--- src/rtl/mem_bist_pkg.sv ---
`default_nettype none
// ============================================================================
//  Module   : mem_bist_pkg
//  Purpose  : Shared constants and state encoding for the March BIST engine.
//  Revision : 1.0  initial release
// ============================================================================
package mem_bist_pkg;

    localparam int          C_ADDR_W  = 6;
    localparam int          C_DATA_W  = 8;
    localparam logic [7:0]  C_PATTERN = 8'h55;

    localparam logic [2:0]  C_ST_IDLE = 3'd0;
    localparam logic [2:0]  C_ST_W0   = 3'd1;
    localparam logic [2:0]  C_ST_R0   = 3'd2;
    localparam logic [2:0]  C_ST_C0W1 = 3'd3;
    localparam logic [2:0]  C_ST_R1   = 3'd4;
    localparam logic [2:0]  C_ST_C1   = 3'd5;
    localparam logic [2:0]  C_ST_DONE = 3'd6;

    typedef enum logic [2:0] {
        ST_IDLE = C_ST_IDLE,
        ST_W0   = C_ST_W0,
        ST_R0   = C_ST_R0,
        ST_C0W1 = C_ST_C0W1,
        ST_R1   = C_ST_R1,
        ST_C1   = C_ST_C1,
        ST_DONE = C_ST_DONE
    } bist_state_t;

    // Phase lengths for the default 64-entry memory.
    localparam int C_W0_CYCLES   = 64;
    localparam int C_R0W1_CYCLES = 128;
    localparam int C_R1_CYCLES   = 128;
    localparam int C_BUSY_CYCLES = C_W0_CYCLES + C_R0W1_CYCLES + C_R1_CYCLES;

endpackage : mem_bist_pkg
`default_nettype wire

--- src/rtl/mem_march_bist.sv ---
`default_nettype none
// ============================================================================
//  Module   : mem_march_bist
//  Purpose  : 3-phase March BIST initiator (W0; up R0/W1; down R1) for one
//             registered-read RAM port, reporting pass, first fail and count.
//  Revision : 1.0  initial release
// ============================================================================
module mem_march_bist
    import mem_bist_pkg::*;
#(
    parameter int                ADDR_W  = C_ADDR_W,
    parameter int                DATA_W  = C_DATA_W,
    parameter logic [DATA_W-1:0] PATTERN = DATA_W'(C_PATTERN)
) (
    input  logic              clk,
    input  logic              rst,
    input  logic              start,
    output logic [ADDR_W-1:0] mem_addr,
    output logic [DATA_W-1:0] mem_wdata,
    output logic              mem_we,
    input  logic [DATA_W-1:0] mem_rdata,
    output logic              busy,
    output logic              done,
    output logic              pass,
    output logic [ADDR_W-1:0] fail_addr,
    output logic [ADDR_W+1:0] err_count
);

    localparam int                CNT_W       = ADDR_W + 2;
    localparam logic [ADDR_W-1:0] C_ADDR_LAST = '1;

    bist_state_t       r_state;
    bist_state_t       w_state_nxt;

    logic [ADDR_W-1:0] r_addr;
    logic [DATA_W-1:0] r_wdata;
    logic              r_we;
    logic              r_busy;
    logic              r_done;
    logic              r_pass;
    logic [ADDR_W-1:0] r_fail_addr;
    logic [CNT_W-1:0]  r_err_count;

    logic [ADDR_W-1:0] w_addr_nxt;
    logic [DATA_W-1:0] w_wdata_nxt;
    logic              w_we_nxt;
    logic              w_busy_nxt;
    logic              w_done_nxt;
    logic              w_pass_nxt;
    logic              w_clear;

    logic              w_cmp_en;
    logic [DATA_W-1:0] w_cmp_exp;
    logic              w_miscmp;

    // Read data is only meaningful in the cycle after a read request.
    always_comb begin
        w_cmp_en  = (r_state == ST_C0W1) || (r_state == ST_C1);
        w_cmp_exp = (r_state == ST_C1) ? ~PATTERN : PATTERN;
        w_miscmp  = w_cmp_en && (mem_rdata != w_cmp_exp);
    end

    always_ff @(posedge clk) begin
        if (rst) begin
            r_state <= ST_IDLE;
        end else begin
            r_state <= w_state_nxt;
        end
    end

    always_comb begin
        w_state_nxt = r_state;
        w_addr_nxt  = r_addr;
        w_we_nxt    = 1'b0;
        w_wdata_nxt = '0;
        w_busy_nxt  = r_busy;
        w_done_nxt  = r_done;
        w_pass_nxt  = r_pass;
        w_clear     = 1'b0;

        case (r_state)
            ST_IDLE, ST_DONE: begin
                if (start) begin
                    w_clear     = 1'b1;
                    w_state_nxt = ST_W0;
                    w_addr_nxt  = '0;
                    w_we_nxt    = 1'b1;
                    w_wdata_nxt = PATTERN;
                    w_busy_nxt  = 1'b1;
                    w_done_nxt  = 1'b0;
                    w_pass_nxt  = 1'b0;
                end else if (r_state == ST_DONE) begin
                    // Counter already includes the last C1 compare here.
                    w_done_nxt = 1'b1;
                    w_pass_nxt = (r_err_count == '0);
                end
            end

            ST_W0: begin
                if (r_addr == C_ADDR_LAST) begin
                    w_state_nxt = ST_R0;
                    w_addr_nxt  = '0;
                end else begin
                    w_addr_nxt  = r_addr + ADDR_W'(1);
                    w_we_nxt    = 1'b1;
                    w_wdata_nxt = PATTERN;
                end
            end

            ST_R0: begin
                w_state_nxt = ST_C0W1;
                w_we_nxt    = 1'b1;
                w_wdata_nxt = ~PATTERN;
            end

            ST_C0W1: begin
                if (r_addr == C_ADDR_LAST) begin
                    w_state_nxt = ST_R1;
                end else begin
                    w_state_nxt = ST_R0;
                    w_addr_nxt  = r_addr + ADDR_W'(1);
                end
            end

            ST_R1: begin
                w_state_nxt = ST_C1;
            end

            ST_C1: begin
                if (r_addr == '0) begin
                    w_state_nxt = ST_DONE;
                    w_busy_nxt  = 1'b0;
                end else begin
                    w_state_nxt = ST_R1;
                    w_addr_nxt  = r_addr - ADDR_W'(1);
                end
            end

            default: begin
                w_state_nxt = ST_IDLE;
                w_busy_nxt  = 1'b0;
            end
        endcase
    end

    always_ff @(posedge clk) begin
        if (rst) begin
            r_addr  <= '0;
            r_wdata <= '0;
            r_we    <= 1'b0;
            r_busy  <= 1'b0;
            r_done  <= 1'b0;
            r_pass  <= 1'b0;
        end else begin
            r_addr  <= w_addr_nxt;
            r_wdata <= w_wdata_nxt;
            r_we    <= w_we_nxt;
            r_busy  <= w_busy_nxt;
            r_done  <= w_done_nxt;
            r_pass  <= w_pass_nxt;
        end
    end

    // Error accumulator: saturating count, address latched on first miss.
    always_ff @(posedge clk) begin
        if (rst || w_clear) begin
            r_err_count <= '0;
            r_fail_addr <= '0;
        end else if (w_miscmp) begin
            if (r_err_count != '1) begin
                r_err_count <= r_err_count + CNT_W'(1);
            end
            if (r_err_count == '0) begin
                r_fail_addr <= r_addr;
            end
        end
    end

    assign mem_addr  = r_addr;
    assign mem_wdata = r_wdata;
    assign mem_we    = r_we;
    assign busy      = r_busy;
    assign done      = r_done;
    assign pass      = r_pass;
    assign fail_addr = r_fail_addr;
    assign err_count = r_err_count;

endmodule : mem_march_bist
`default_nettype wire

--- config.mk ---
export PLATFORM = sky130hd
export DESIGN_NAME = mem_march_bist
export DESIGN_NICKNAME = d
export VERILOG_FILES = /design/src/rtl/mem_bist_pkg.sv /design/src/rtl/mem_march_bist.sv
export SDC_FILE = /design/constraint.sdc
export NUM_CORES = 1
export LEC_CHECK = 0
export CAP_MARGIN = 20
export CORE_MARGIN = 4
export CORE_UTILIZATION = 54
export DETAILED_ROUTE_END_ITERATION = 16
export HOLD_SLACK_MARGIN = 0.03
export PLACE_DENSITY = 0.82
export SETUP_SLACK_MARGIN = 0.4
export SLEW_MARGIN = 0
export SYNTH_ARGS = -nofsm -noshare
export SYNTH_HDL_FRONTEND = slang
export SYNTH_SLANG_ARGS = --single-unit
--- constraint.sdc ---
create_clock -name clk -period 2.6 [get_ports clk]
set_input_delay 0.26 -clock clk [delete_from_list [all_inputs] [get_ports clk]]
set_output_delay 0.26 -clock clk [all_outputs]
set_load 0.01 [all_outputs]
; ---- Word level (Yosys, flattened, before mapping)
; Cells that the tools add are included.
[totals]
output_inout_bits = 32
reg_bits = 35
in_bits = 11
wordCells = 68
[op_classes]
n_bitwise = 1
eq_ne = 14
n_mux = 25
n_reduce_logical = 16
add_sub_neg = 3
[ops]
columns = operator, count
row1 = $mux W6, 4
row2 = $pmux W6 S4, 1
row3 = $pmux W8 S3, 1
row4 = $pmux W3 S6, 1
row5 = $mux W7, 2
row6 = $eq A3 B3 Y1 const B, 3
row7 = $mux W1, 9
row8 = $mux W3, 3
row9 = $add A8 B1 Y8 const B, 1
row10 = $logic_not A8 Y1, 1
row11 = $mux W8, 1
row12 = $ne A2 B2 Y1 const B, 4
row13 = $ne A8 B8 Y1, 1
row14 = $ne A8 B8 Y1 const B, 1
row15 = $reduce_and A2 Y1, 4
row16 = $add A6 B1 Y6 const B, 1
row17 = $eq A3 B2 Y1 const B, 2
row18 = $eq A6 B6 Y1 const B, 1
row19 = $logic_not A6 Y1, 1
row20 = $pmux W1 S3, 2
row21 = $sub A6 B1 Y6 const B, 1
row22 = $reduce_and A4 Y1, 1
row23 = $reduce_bool A4 Y1, 1
row24 = $reduce_or A4 Y1, 1
row25 = 10 further kinds, 11

; ---- Longest topological paths before layout
; Gate-level depths: netlist (run 1).
[depth]
word_depth = 5
depth_mapped = 8
ltp_nobuf = 7

; ---- Least setup slack after synthesis (run 1)
; No wires, ideal clock.
[synth_timing]
path_kind = register -> register
start = register r_addr[0], in the netlist mem_addr[0]
end = register r_busy, in the netlist busy
arrival_ns = 1.753
path_slack_ns = 0.733
path_stages_with_launch = 8
required_time_ns = 2.486
path_buffers = 0
period_less_slack_ns = 1.867
path_cell_list = dfxtp_1 inv_1 ha_1 or3b_1 or3_1 a22oi_1 o221ai_1 nor2b_1
[synth_between]
elab_chain_cells = 3
[synth_lines]
columns = element, line_no
row1 = start: declaration, mem_march_bist.sv:35  ; logic [ADDR_W-1:0] r_addr;
row2 = start signal: assignment, mem_march_bist.sv:155  ; r_addr <= w_addr_nxt;
row3 = $logic_not A6 Y1, mem_march_bist.sv:130  ; if (r_addr == '0) begin
row4 = $ne A2 B1 Y1 (no line), n/a
row5 = $reduce_and A3 Y1 (no line), n/a
row6 = end signal: assignment, mem_march_bist.sv:158  ; r_busy <= w_busy_nxt;
row7 = end: declaration, mem_march_bist.sv:38  ; logic r_busy;
; No other way between the ends.
; A chain may end at the register's enable or synchronous reset.

; ---- Final worst setup path (run 1)
[layout_timing]
start = register r_addr[1], in the netlist mem_addr[1]
end = register r_addr[4], in the netlist mem_addr[4]
[layout_between]
elab_chain_cells = 3
word_cells_on_any_way = 11
cone_classes = 2 x add/sub / 3 x eq/ne / 4 x mux / 2 x reduce/logical
[layout_lines]
columns = element, line_no
row1 = "$sub A6 B1 Y6, or another cell as far along", mem_march_bist.sv:135  ; w_addr_nxt = r_addr - ADDR_W'(1);
row2 = "$mux W6, or another cell as far along", mem_march_bist.sv:130
row3 = $pmux W6 S4 or $reduce_and A4 Y1 (tied branches), n/a
; Several ways; a longest one is shown, not always the timed one. The select of a mux whose other input is x is not followed.

==> impl_metrics.csv, run 1 <==
group,metric,value,unit
run_status,run_status,"finished, final reports clean",
pwr,comb_power_share,18.1,%
synthesis,syn_area_per_cell,8.27,sq um
pwr,power_leakage,0.806,nW
pwr,p_switching,0.000255,W
synthesis,synthMuxAreaShare,0.524,%
floorplanning,io_pins,43,
synthesis,synth_ff_type,"dfxtp_1",
sta,drv_slew,0,
worst_setup_path,critical_path_peak_fanout,9,
pwr,clkPwrFrac,30.4,%
final_layout,seq_area,582,sq um
synthesis,synth_compound_area_share,24.4,%
grt,grtUsageMet3,5.16,%
sta,fin_crit,2.09,ns
synthesis,synth_edf_count,0,
clocking,clkTransAtPathRegs,0.09,ns
clocking,cts_inserted_buffers,5,
synthesis,syn_nets,247,
synthesis,ys.warnings.count,0,
pwr,p_int,0.000664,W
worst_setup_path,crit_end,"mem_addr[4]$_SDFFE_PP0P_",
final_layout,area_growth,20.5,%
grt,grt_first_pass_wirelength,7640,um
floorplanning,start_util,56.4,%
synthesis,yosys.area_share.xor_xnor,0.458,%
route,drt-pass1-iter-count,4,
job,drv_cap,0,
worst_setup_path,reg2regPathDepth,7,
clocking,clk_latency,0.34,ns
synthesis,syn_inst,231,
sta,period_share,80.4,%
pwr,vdd_drop_max,0.317,mV
route,drc,0,
route,viasPerCell,6.11,
clocking,htreeDepth,2,
synthesis,synth_top_area_share,30.4,%
synthesis,yosysUniqueCellTypes,64,
grt,grtUsageMet2,31.8,%
grt,antenna_found_initial,0,
grt,grt_pass1_vias,1643,
worst_setup_path,crit_arrival,2.36,ns
sta,skew,0.0125,ns
route,wirelength,4680,um
sta,maxSlewHeadroom,40.5,%
final_layout,fin_nets,278,
synthesis,synthArstFlopShare,0,%
final_layout,final_cell_mix,"clkdlybuf4s50_1 (42), dfxtp_1 (28), nand3_1 (23), a21oi_1 (21)",
final_layout,drive_gt1_share,10.3,%
route,dr.first_iter.drc_count,175,
worst_setup_path,r2r-end,"mem_addr[4]$_SDFFE_PP0P_",
worst_setup_path,critPathLaunchType,"flop",
synthesis,synth_top_family_by_area,"simple AND/OR/NAND/NOR gates",
synthesis,syn-cell-area,0.00191,sq mm
clocking,clock_path_buffers,2,
clocking,cts_tree,"yes",
grt,grt_max_degree,16,
route,vias,1882,
synthesis,synthSimpleGateAreaFrac,29.6,%
final_layout,nFillCells,296,
worst_setup_path,reg2reg_from,"mem_addr[1]$_SDFFE_PP0P_",
synthesis,synthAdderAreaFrac,3.80,%
grt,grt_overflow,0,
worst_setup_path,crit_required,2.87,ns
synthesis,yosysTopAreaCell,"dfxtp_1",
worst_setup_path,critical_path_class,"reg -> reg",
pwr,power_density,399,mW/mm^2
grt,use_met1,29.7,%
sta,hold_viol_final,0,
clocking,hold_buffers,0,
final_layout,final_common_cell,"clkdlybuf4s50_1",
pwr,seqPwrFrac,51.4,%
floorplanning,coreArea,0.00339,sq mm
floorplanning,die_x,67.5,um
synthesis,yosys-top-cells-area,"dfxtp_1 (30%), nand3_1 (6.0%), a21oi_1 (5.5%)",
pwr,power.share.switching,27.8,%
clocking,cts.sink_count,29,
final_layout,postLayoutCoreUtil,67.9,%
sta,setup_viol_count_final,0,
route,routedWlPerCell,15.2,um
grt,grt_use_total,21.9,%
route,ant_nets,0,
sta,finalSetupTns,0,ns
floorplanning,die_y,67.5,um
floorplanning,dieArea,0.00455,sq mm
sta,fmax,478,MHz
synthesis,synth_seq_cells,29,
final_layout,antenna_cells,0,
worst_setup_path,endpoint_kind,"flop",
synthesis,ys_seq_area_share,30.4,%
hold_path,hp-class,"reg -> reg",
grt,gr-max-usage-layer,"met2",
placed_design,gp_congestion,0.871,
worst_setup_path,critPathLaunch,"mem_addr[1]$_SDFFE_PP0P_",
worst_setup_path,ff2ff_setup_slack,0.51,ns
sta,tightest_slew,0.893,ns
sta,grt_setup_unrepaired,"yes",
final_layout,multiInputGateArea,0.00112,sq mm
placed_design,io_buffers,42,
clocking,root_buffer,"clkbuf_4",
floorplanning,rows,21,
placed_design,hpwl,3410,um
==> worst max-delay path, cell delays in order (launching register included) <==
cell and delay [ns]:
dfxtp_1 0.41, inv_1 0.12, ha_1 0.20, or3b_1 0.40, nor3_2 0.32, a221o_1 0.30, nand3_1 0.09, a21oi_1 0.17
==> registers in the layout, summed over array words and instances, names as in the netlist <==
register / flops
fail_addr: 6
busy: 1
mem_we: 1
err_count: 8
pass: 1
mem_addr: 6
mem_wdata: 2
done: 1
r_state: 3
==> area by class of cell <==
cell class	count	area share [%]
Multi-Input combinational cell	171	48.8
Sequential cell	29	25.3
Timing Repair Buffer	46	19.6
Tap cell	46	2.50
Clock buffer	7	2.39
Inverter	9	1.47
==> power by group through the flow <==
stage	Combinational, W	Clock (W)	Sequential [W]
finish	0.000167	0.000280	0.000473
global route	0.000181	0.000311	0.000476
CTS	0.000166	0.000287	0.000472
detailed placement	0.000164	0	0.000483
global placement	0.000162	0	0.000483
floorplan	0.000113	0	0.000479
==> how the worst min path moves through the flow <==
stage	end	from	cells after the start
2_1_floorplan	mem_wdata[6]$_SDFF_PP0_	rst	1
3_3_place_gp	fail_addr[5]$_SDFFE_PP0P_	fail_addr[5]$_SDFFE_PP0P_	2
3_5_place_dp	fail_addr[3]$_SDFFE_PP0P_	fail_addr[3]$_SDFFE_PP0P_	2
4_1_cts	fail_addr[3]$_SDFFE_PP0P_	fail_addr[3]$_SDFFE_PP0P_	2
5_1_grt	fail_addr[3]$_SDFFE_PP0P_	fail_addr[3]$_SDFFE_PP0P_	2
6_report	fail_addr[3]$_SDFFE_PP0P_	fail_addr[3]$_SDFFE_PP0P_	2
==> routing by layer <==
| layer | up-vias | routed length (um) | share of wire [%] |
|---|---|---|---|
| met5 | - | 0 | 0 |
| met4 | 0 | 60 | 1.3 |
| met3 | 5 | 325 | 6.9 |
| met2 | 82 | 2160 | 46 |
| met1 | 880 | 2140 | 46 |
| li1 | 915 | - | - |
==> repair_timing <==
item,in CTS,in global routing
buffers inserted,0,0
endpoints found under the setup margin,0,7
hold endpoints to repair,0,0
resized for setup,0,2
==> through the flow <==
step / total power [W] / cell area [sq um] / worst slack [ns] / hold WS (ns) / instances
after floorplan: 0.000592 / 1910 / 0.733 / 0.329 / 231
after global placement: 0.000645 / 2250 / 0.382 / 0.455 / 301
after detailed placement: 0.000647 / 2250 / 0.338 / 0.468 / 301
after CTS: 0.000925 / 2300 / 0.499 / 0.479 / 308
after global routing: 0.000967 / 2300 / 0.383 / 0.523 / 308
final: 0.000920 / 2300 / 0.510 / 0.477 / 308
==> Yosys cell counts (2+ instances only) <==
master and number:
o31ai_1 2, clkbuf_1 4, o221ai_1 2, nor2_1 9
o21ai_1 2, o22ai_1 3, nor4bb_1 4, buf_2 4
or3_1 6, nand4_1 2, or4_1 2, o21ai_0 15
clkbuf_8 2, nand2_1 15, o211ai_1 3, nor2b_1 3
buf_4 6, nand2b_1 4, a21o_1 2, a21oi_1 21
a32oi_1 2, nor3_1 5, inv_1 9, buf_6 5
nand3_1 23, o2111ai_1 2, dfxtp_1 29, ha_1 5
and3_1 5
==> logic make-up (layout without fill, tap and decap cells) <==
family          after synthesis  in the layout
simple gates                 94             94
fa+ha+maj                     6              6
compound gates               69             69
flops                        29             29
mux                           1              1
buf+inv                      31             62
xor+xnor                      1              1
No activity file was read; power rests on OpenSTA's default activity.
==> inputs of run 2 (changes only) <==
--- a/config.mk
+++ b/config.mk
@@ -7,10 +7,10 @@
 export LEC_CHECK = 0
 export CAP_MARGIN = 20
 export CORE_MARGIN = 4
-export CORE_UTILIZATION = 54
+export CORE_UTILIZATION = 50
 export DETAILED_ROUTE_END_ITERATION = 16
 export HOLD_SLACK_MARGIN = 0.03
-export PLACE_DENSITY = 0.82
+export PLACE_DENSITY = 0.76
 export SETUP_SLACK_MARGIN = 0.4
 export SLEW_MARGIN = 0
 export SYNTH_ARGS = -nofsm -noshare
==> constraint.sdc (replaced) <==
create_clock -name clk -period 2.1 [get_ports clk]
set_input_delay 0.21 -clock clk [delete_from_list [all_inputs] [get_ports clk]]
set_output_delay 0.21 -clock clk [all_outputs]
set_load 0.01 [all_outputs]
==> run 2 against run 1 <==
First-iteration DRC count increased by 5.7%. Largest cell class unchanged. Sequential share of layout area down 3.6 points. Count of clock-buffer cells in the layout shrank 2. Die area up 7.0%. Fmax increased by 14%. Highest routed layer unchanged. Critical endpoint is now mem_addr[5]$_SDFFE_PP0P_. Critical path type unchanged.
==> impl_metrics.csv, run 2 (synthesis gave the netlist of run 1 again) <==
group,metric,value,unit
sta,fin_hold_ws,0.478,ns
route,routedWlPerCell,17.7,um
clocking,cts.sink_count,29,
hold_path,hp-class,"reg -> reg",
sta,finalSetupTns,0,ns
grt,grt_pass1_vias,1859,
sta,tightest_slew,0.687,ns
sta,hold_viol_final,0,
grt,grt_overflow,0,
route,dr.first_iter.drc_count,185,
worst_setup_path,crit_buf_inv,1,
floorplanning,die_x,69.8,um
route,vias,2072,
clocking,clock_path_buffers,2,
clocking,cts_inserted_buffers,5,
placed_design,hpwl,3610,um
worst_setup_path,crit_arrival,2.06,ns
final_layout,final_common_cell,"clkdlybuf4s50_1",
worst_setup_path,critical_path_class,"reg -> reg",
final_layout,antenna_cells,0,
worst_setup_path,cp_top_family,"simple AND/OR/NAND/NOR gates",
sta,maxSlewHeadroom,54.2,%
pwr,clkPwrFrac,34.8,%
clocking,hold_buffers,0,
sta,period_share,87.4,%
clocking,cts_tree,"yes",
placed_design,io_buffers,42,
sta,grt_setup_unrepaired,"yes",
clocking,htreeDepth,2,
clocking,root_buffer,"clkbuf_8",
final_layout,largest_reg_flops,8,
pwr,power.share.switching,29.7,%
sta,worst_slack,0.265,ns
pwr,p_switching,0.000396,W
worst_setup_path,endpoint_kind,"flop",
placed_design,dp_slack,0.137,ns
run_status,run_status,"finished, final reports clean",
sta,fmax,545,MHz
pwr,vdd_drop_max,0.408,mV
worst_setup_path,slowest_stage,"or4_4",
pwr,comb_power_share,21.4,%
pwr,power_density,476,mW/mm^2
clocking,clk_latency,0.29,ns
pwr,seqPwrFrac,43.8,%
clocking,clkTransAtPathRegs,0.07,ns
worst_setup_path,critPathLaunchType,"flop",
floorplanning,rows,22,
job,drv_cap,0,
final_layout,final_cell_mix,"clkdlybuf4s50_1 (42), buf_4 (30), dfxtp_1 (19), nand3_1 (17), a21oi_1 (15)",
final_layout,area_growth,46.6,%
grt,grt_first_pass_wirelength,8950,um
route,viasPerCell,6.11,
worst_setup_path,slowest_delay,0.53,ns
sta,drv_slew,0,
pwr,power_leakage,1.02,nW
floorplanning,die_y,69.8,um
floorplanning,start_util,51.8,%
route,wirelength,6000,um
sta,setup_viol_count_final,0,
grt,grt_use_total,22.9,%
route,drt-pass1-iter-count,4,
route,ant_nets,0,
placed_design,gp_congestion,0.913,
worst_setup_path,critical_path_peak_fanout,6,
floorplanning,io_pins,43,
final_layout,drive_gt1_share,34.7,%
sta,fin_crit,1.83,ns
grt,antenna_found_initial,0,
final_layout,fin_nets,306,
pwr,p_int,0.000936,W
final_layout,nFillCells,260,
worst_setup_path,crit_required,2.33,ns
floorplanning,coreArea,0.00369,sq mm
worst_setup_path,path_cells,"buf_4 -> or4_4 -> or3_1 -> a21oi_2 -> o21ai_1 -> a21oi_1",
floorplanning,dieArea,0.00487,sq mm
route,drc,0,
grt,grt_max_degree,15,
sta,skew,0.00655,ns
-- run 2: cell type report --
class,count,area [sq um],share of cell area [%]
tap,48,60.1,2.14
clock inverter,3,17.5,0.626
inverter,9,38.8,1.39
multi-input combinational,172,1350,48.2
timing repair buffer,73,657,23.5
sequential,29,608,21.7
clock buffer,5,68.8,2.46
-- run 2: worst min-delay path: cells and delay by family, from the launching register on --
family | cells | cell delay, ns
flip-flops | 1 | 0.33
AND/OR/NAND/NOR | 1 | 0.06
AO/OA/AOI/OAI | 1 | 0.05
-- run 2: worst paths after layout --
| path | from | to | slack (ns) | cells after the start |
|---|---|---|---|---|
| worst max-delay path | mem_addr[0]$_SDFFE_PP0P_ | mem_addr[5]$_SDFFE_PP0P_ | 0.27 | 6 |
| worst min-delay path | fail_addr[3]$_SDFFE_PP0P_ | fail_addr[3]$_SDFFE_PP0P_ | 0.48 | 2 |
| worst max register to register | mem_addr[0]$_SDFFE_PP0P_ | mem_addr[5]$_SDFFE_PP0P_ | 0.27 | 6 |
| worst min register to register | fail_addr[3]$_SDFFE_PP0P_ | fail_addr[3]$_SDFFE_PP0P_ | 0.48 | 2 |
-- run 2: through the flow --
step	instances	util (%)	area [sq um]	power [W]
after floorplan	231	-	1930	0.000738
after global placement	314	63.8	2350	0.000824
after detailed placement	314	63.8	2350	0.000826
after CTS	331	71.2	2630	0.00131
after global routing	339	75.9	2800	0.00139
final	339	75.9	2800	0.00133
-- run 2: per-layer routing --
metal | vias up | GRT usage, % | part of all wire (%)
met2 | 74 | 36.4 | 52
met5 | - | 0 | 0
met3 | 18 | 5.36 | 5.5
met1 | 1006 | 28.6 | 40
met4 | 0 | 11.9 | 3.1
li1 | 974 | - | -
-- run 2: power by group through the flow --
stage          logic (W)  clock network [W]  registers, W
3_3_place_gp    0.000227                  0      0.000597
4_1_cts         0.000252           0.000474      0.000584
6_report        0.000285           0.000464      0.000584
5_1_grt         0.000305           0.000501      0.000587
2_1_floorplan   0.000144                  0      0.000594
3_5_place_dp    0.000227                  0      0.000598
-- run 2: what timing repair did --
item | 4_1_cts | 5_1_grt
setup endpoints to repair | 24 | 26
gates cloned | 1 | 0
gates resized for setup | 31 | 28
pin swaps | 12 | 12
setup buffers | 8 | 8
==> inputs of run 3 (changes only) <==
--- a/config.mk
+++ b/config.mk
@@ -9,6 +9,7 @@
 export CORE_MARGIN = 4
 export CORE_UTILIZATION = 50
 export DETAILED_ROUTE_END_ITERATION = 16
+export GPL_ROUTABILITY_DRIVEN = 0
 export HOLD_SLACK_MARGIN = 0.03
 export PLACE_DENSITY = 0.76
 export SETUP_SLACK_MARGIN = 0.4
==> run 3 against run 2 <==
Die area unchanged. Largest cell class unchanged. Count of clock-buffer cells in the layout increased by 3. Sequential cell count unchanged. Core utilization increased by 0.31 points. Worst setup slack got worse by 0.0098 ns. Fmax decreased by 0.53%. Clock power decreased by 4%.
==> impl_metrics.csv, run 3 (synthesis gave the netlist of run 1 again) <==
group,metric,value,unit
sta,grt_setup_unrepaired,"yes",
pwr,comb_power_share,22.2,%
hold_path,hp-class,"reg -> reg",
route,ant_nets,0,
worst_setup_path,endpoint_kind,"flop",
sta,fin_crit,1.84,ns
worst_setup_path,critical_path_class,"reg -> reg",
floorplanning,dieArea,0.00487,sq mm
pwr,power_leakage,1.05,nW
route,vias,2151,
clocking,cts.sink_count,29,
final_layout,design_area,0.00281,sq mm
grt,grt_pass1_vias,1912,
sta,period_share,87.8,%
pwr,p_int,0.000947,W
sta,hold_viol_final,0,
job,drv_cap,0,
placed_design,dpl.cell_count,311,
sta,finalSetupTns,0,ns
sta,drv_slew,0,
worst_setup_path,critPathLaunch,"r_state[2]$_SDFFE_PP0P_",
placed_design,hpwl,3500,um
pwr,vdd_drop_max,0.412,mV
route,drc,0,
final_layout,antenna_cells,0,
worst_setup_path,ff2ff_setup_slack,0.26,ns
final_layout,fin_nets,304,
worst_setup_path,reg2regPathDepth,6,
sta,tightest_slew,0.632,ns
grt,grt_max_degree,15,
route,routedWlPerCell,18.9,um
route,dr.first_iter.drc_count,196,
clocking,clk_latency,0.29,ns
worst_setup_path,slowest_stage,"dfxtp_2",
worst_setup_path,cp_top_family,"compound AO/OA/AOI/OAI gates",
run_status,run_status,"finished, final reports clean",
clocking,cts_inserted_buffers,5,
final_layout,final_common_cell,"clkdlybuf4s50_1",
grt,grt_overflow,0,
worst_setup_path,crit_buf_inv,1,
worst_setup_path,slowest_delay,0.37,ns
pwr,p_switching,0.000376,W
sta,setup_viol_count_final,0,
route,drt-pass1-iter-count,5,
floorplanning,coreArea,0.00369,sq mm
clocking,htreeDepth,2,
pwr,power_density,470,mW/mm^2
pwr,power.share.switching,28.4,%
worst_setup_path,crit_arrival,2.06,ns
route,wirelength,6380,um
clocking,hold_buffers,0,
placed_design,dp_slack,0.129,ns
clocking,clock_path_buffers,2,
final_layout,nFillCells,258,
sta,fmax,542,MHz
worst_setup_path,crit_end,"mem_addr[5]$_SDFFE_PP0P_",
sta,skew,0.00446,ns
final_layout,largest_reg_flops,8,
final_layout,final_cells,337,
floorplanning,io_pins,43,
worst_setup_path,crit_required,2.32,ns
grt,antenna_found_initial,0,
pwr,clkPwrFrac,33.7,%
floorplanning,rows,22,
clocking,clkTransAtPathRegs,0.06,ns
pwr,seqPwrFrac,44.1,%
grt,grt_use_total,24.0,%
final_layout,final_cell_mix,"clkdlybuf4s50_1 (40), buf_4 (24), nand3_1 (20), dfxtp_1 (19), a21oi_1 (15)",
worst_setup_path,r2r-end,"mem_addr[5]$_SDFFE_PP0P_",
sta,maxSlewHeadroom,57.9,%
floorplanning,die_y,69.8,um
placed_design,io_buffers,42,
placed_design,place_area,0.00233,sq mm
clocking,cts_tree,"yes",
worst_setup_path,path_cells,"buf_4 -> or2b_2 -> a41oi_1 -> a21boi_0 -> o21ai_1 -> a21oi_1",
worst_setup_path,reg2reg_from,"r_state[2]$_SDFFE_PP0P_",
floorplanning,start_util,51.8,%
final_layout,area_growth,47.2,%
clocking,root_buffer,"clkbuf_8",
grt,grt_first_pass_wirelength,9350,um
worst_setup_path,critical_path_peak_fanout,10,
floorplanning,die_x,69.8,um
route,viasPerCell,6.38,
final_layout,drive_gt1_share,32.2,%
worst_setup_path,worst-path-stages,6,
sta,worst_slack,0.255,ns
worst_setup_path,critPathLaunchType,"flop",
[run 3: how the worst min path moves through the flow]
stage | startpoint | endpoint | depth (start not counted)
floorplan | rst | mem_wdata[6]$_SDFF_PP0_ | 1
global placement | done$_SDFFE_PP0P_ | done$_SDFFE_PP0P_ | 2
detailed placement | fail_addr[4]$_SDFFE_PP0P_ | fail_addr[4]$_SDFFE_PP0P_ | 2
CTS | fail_addr[5]$_SDFFE_PP0P_ | fail_addr[5]$_SDFFE_PP0P_ | 2
global route | fail_addr[4]$_SDFFE_PP0P_ | fail_addr[4]$_SDFFE_PP0P_ | 2
finish | fail_addr[4]$_SDFFE_PP0P_ | fail_addr[4]$_SDFFE_PP0P_ | 2
[run 3: cell type report]
class | count | area [sq um] | share of cell area [%]
clock buffers | 8 | 80.1 | 2.85
flip-flops and latches | 29 | 608 | 21.6
inverters | 9 | 41.3 | 1.47
well taps | 48 | 60.1 | 2.14
multi-input cells | 172 | 1360 | 48.4
repair buffers | 71 | 662 | 23.5
[run 3: per-stage QoR]
stage          utilization (%)  hold slack, ns  power (W)
4_1_cts                   71.6           0.479    0.00129
5_1_grt                   76.2           0.486    0.00138
3_3_place_gp              63.2           0.450   0.000819
6_report                  76.2           0.471    0.00132
2_1_floorplan                -           0.279   0.000738
3_5_place_dp              63.2           0.463   0.000822
[run 3: per-layer routing]
metal / vias up / share of wire, % / global-route usage (%)
li1: 967 / - / -
met5: - / 0 / 0
met4: 0 / 5.0 / 13.0
met3: 34 / 8.5 / 6.96
met1: 1007 / 38 / 29.1
met2: 143 / 49 / 37.9
[run 3: what timing repair did]
| item | in CTS | in global routing |
|---|---|---|
| setup buffers | 13 | 4 |
| resized for setup | 34 | 31 |
| cloned | 1 | 0 |
| endpoints found under the setup margin | 23 | 25 |
| pin swaps | 17 | 9 |
[run 3: worst reg2reg max path, cell delays in order, from the launching register on]
cell      delay [ns]
dfxtp_2         0.37
buf_4           0.20
or2b_2          0.37
a41oi_1         0.31
a21boi_0        0.28
o21ai_1         0.12
a21oi_1         0.13
[run 3: power by group through the flow]
| stage | clock [W] | combinational (W) | sequential, W |
|---|---|---|---|
| 2_1_floorplan | 0 | 0.000144 | 0.000594 |
| 3_3_place_gp | 0 | 0.000221 | 0.000598 |
| 3_5_place_dp | 0 | 0.000223 | 0.000599 |
| 4_1_cts | 0.000447 | 0.000256 | 0.000583 |
| 5_1_grt | 0.000481 | 0.000308 | 0.000586 |
| 6_report | 0.000446 | 0.000293 | 0.000583 |
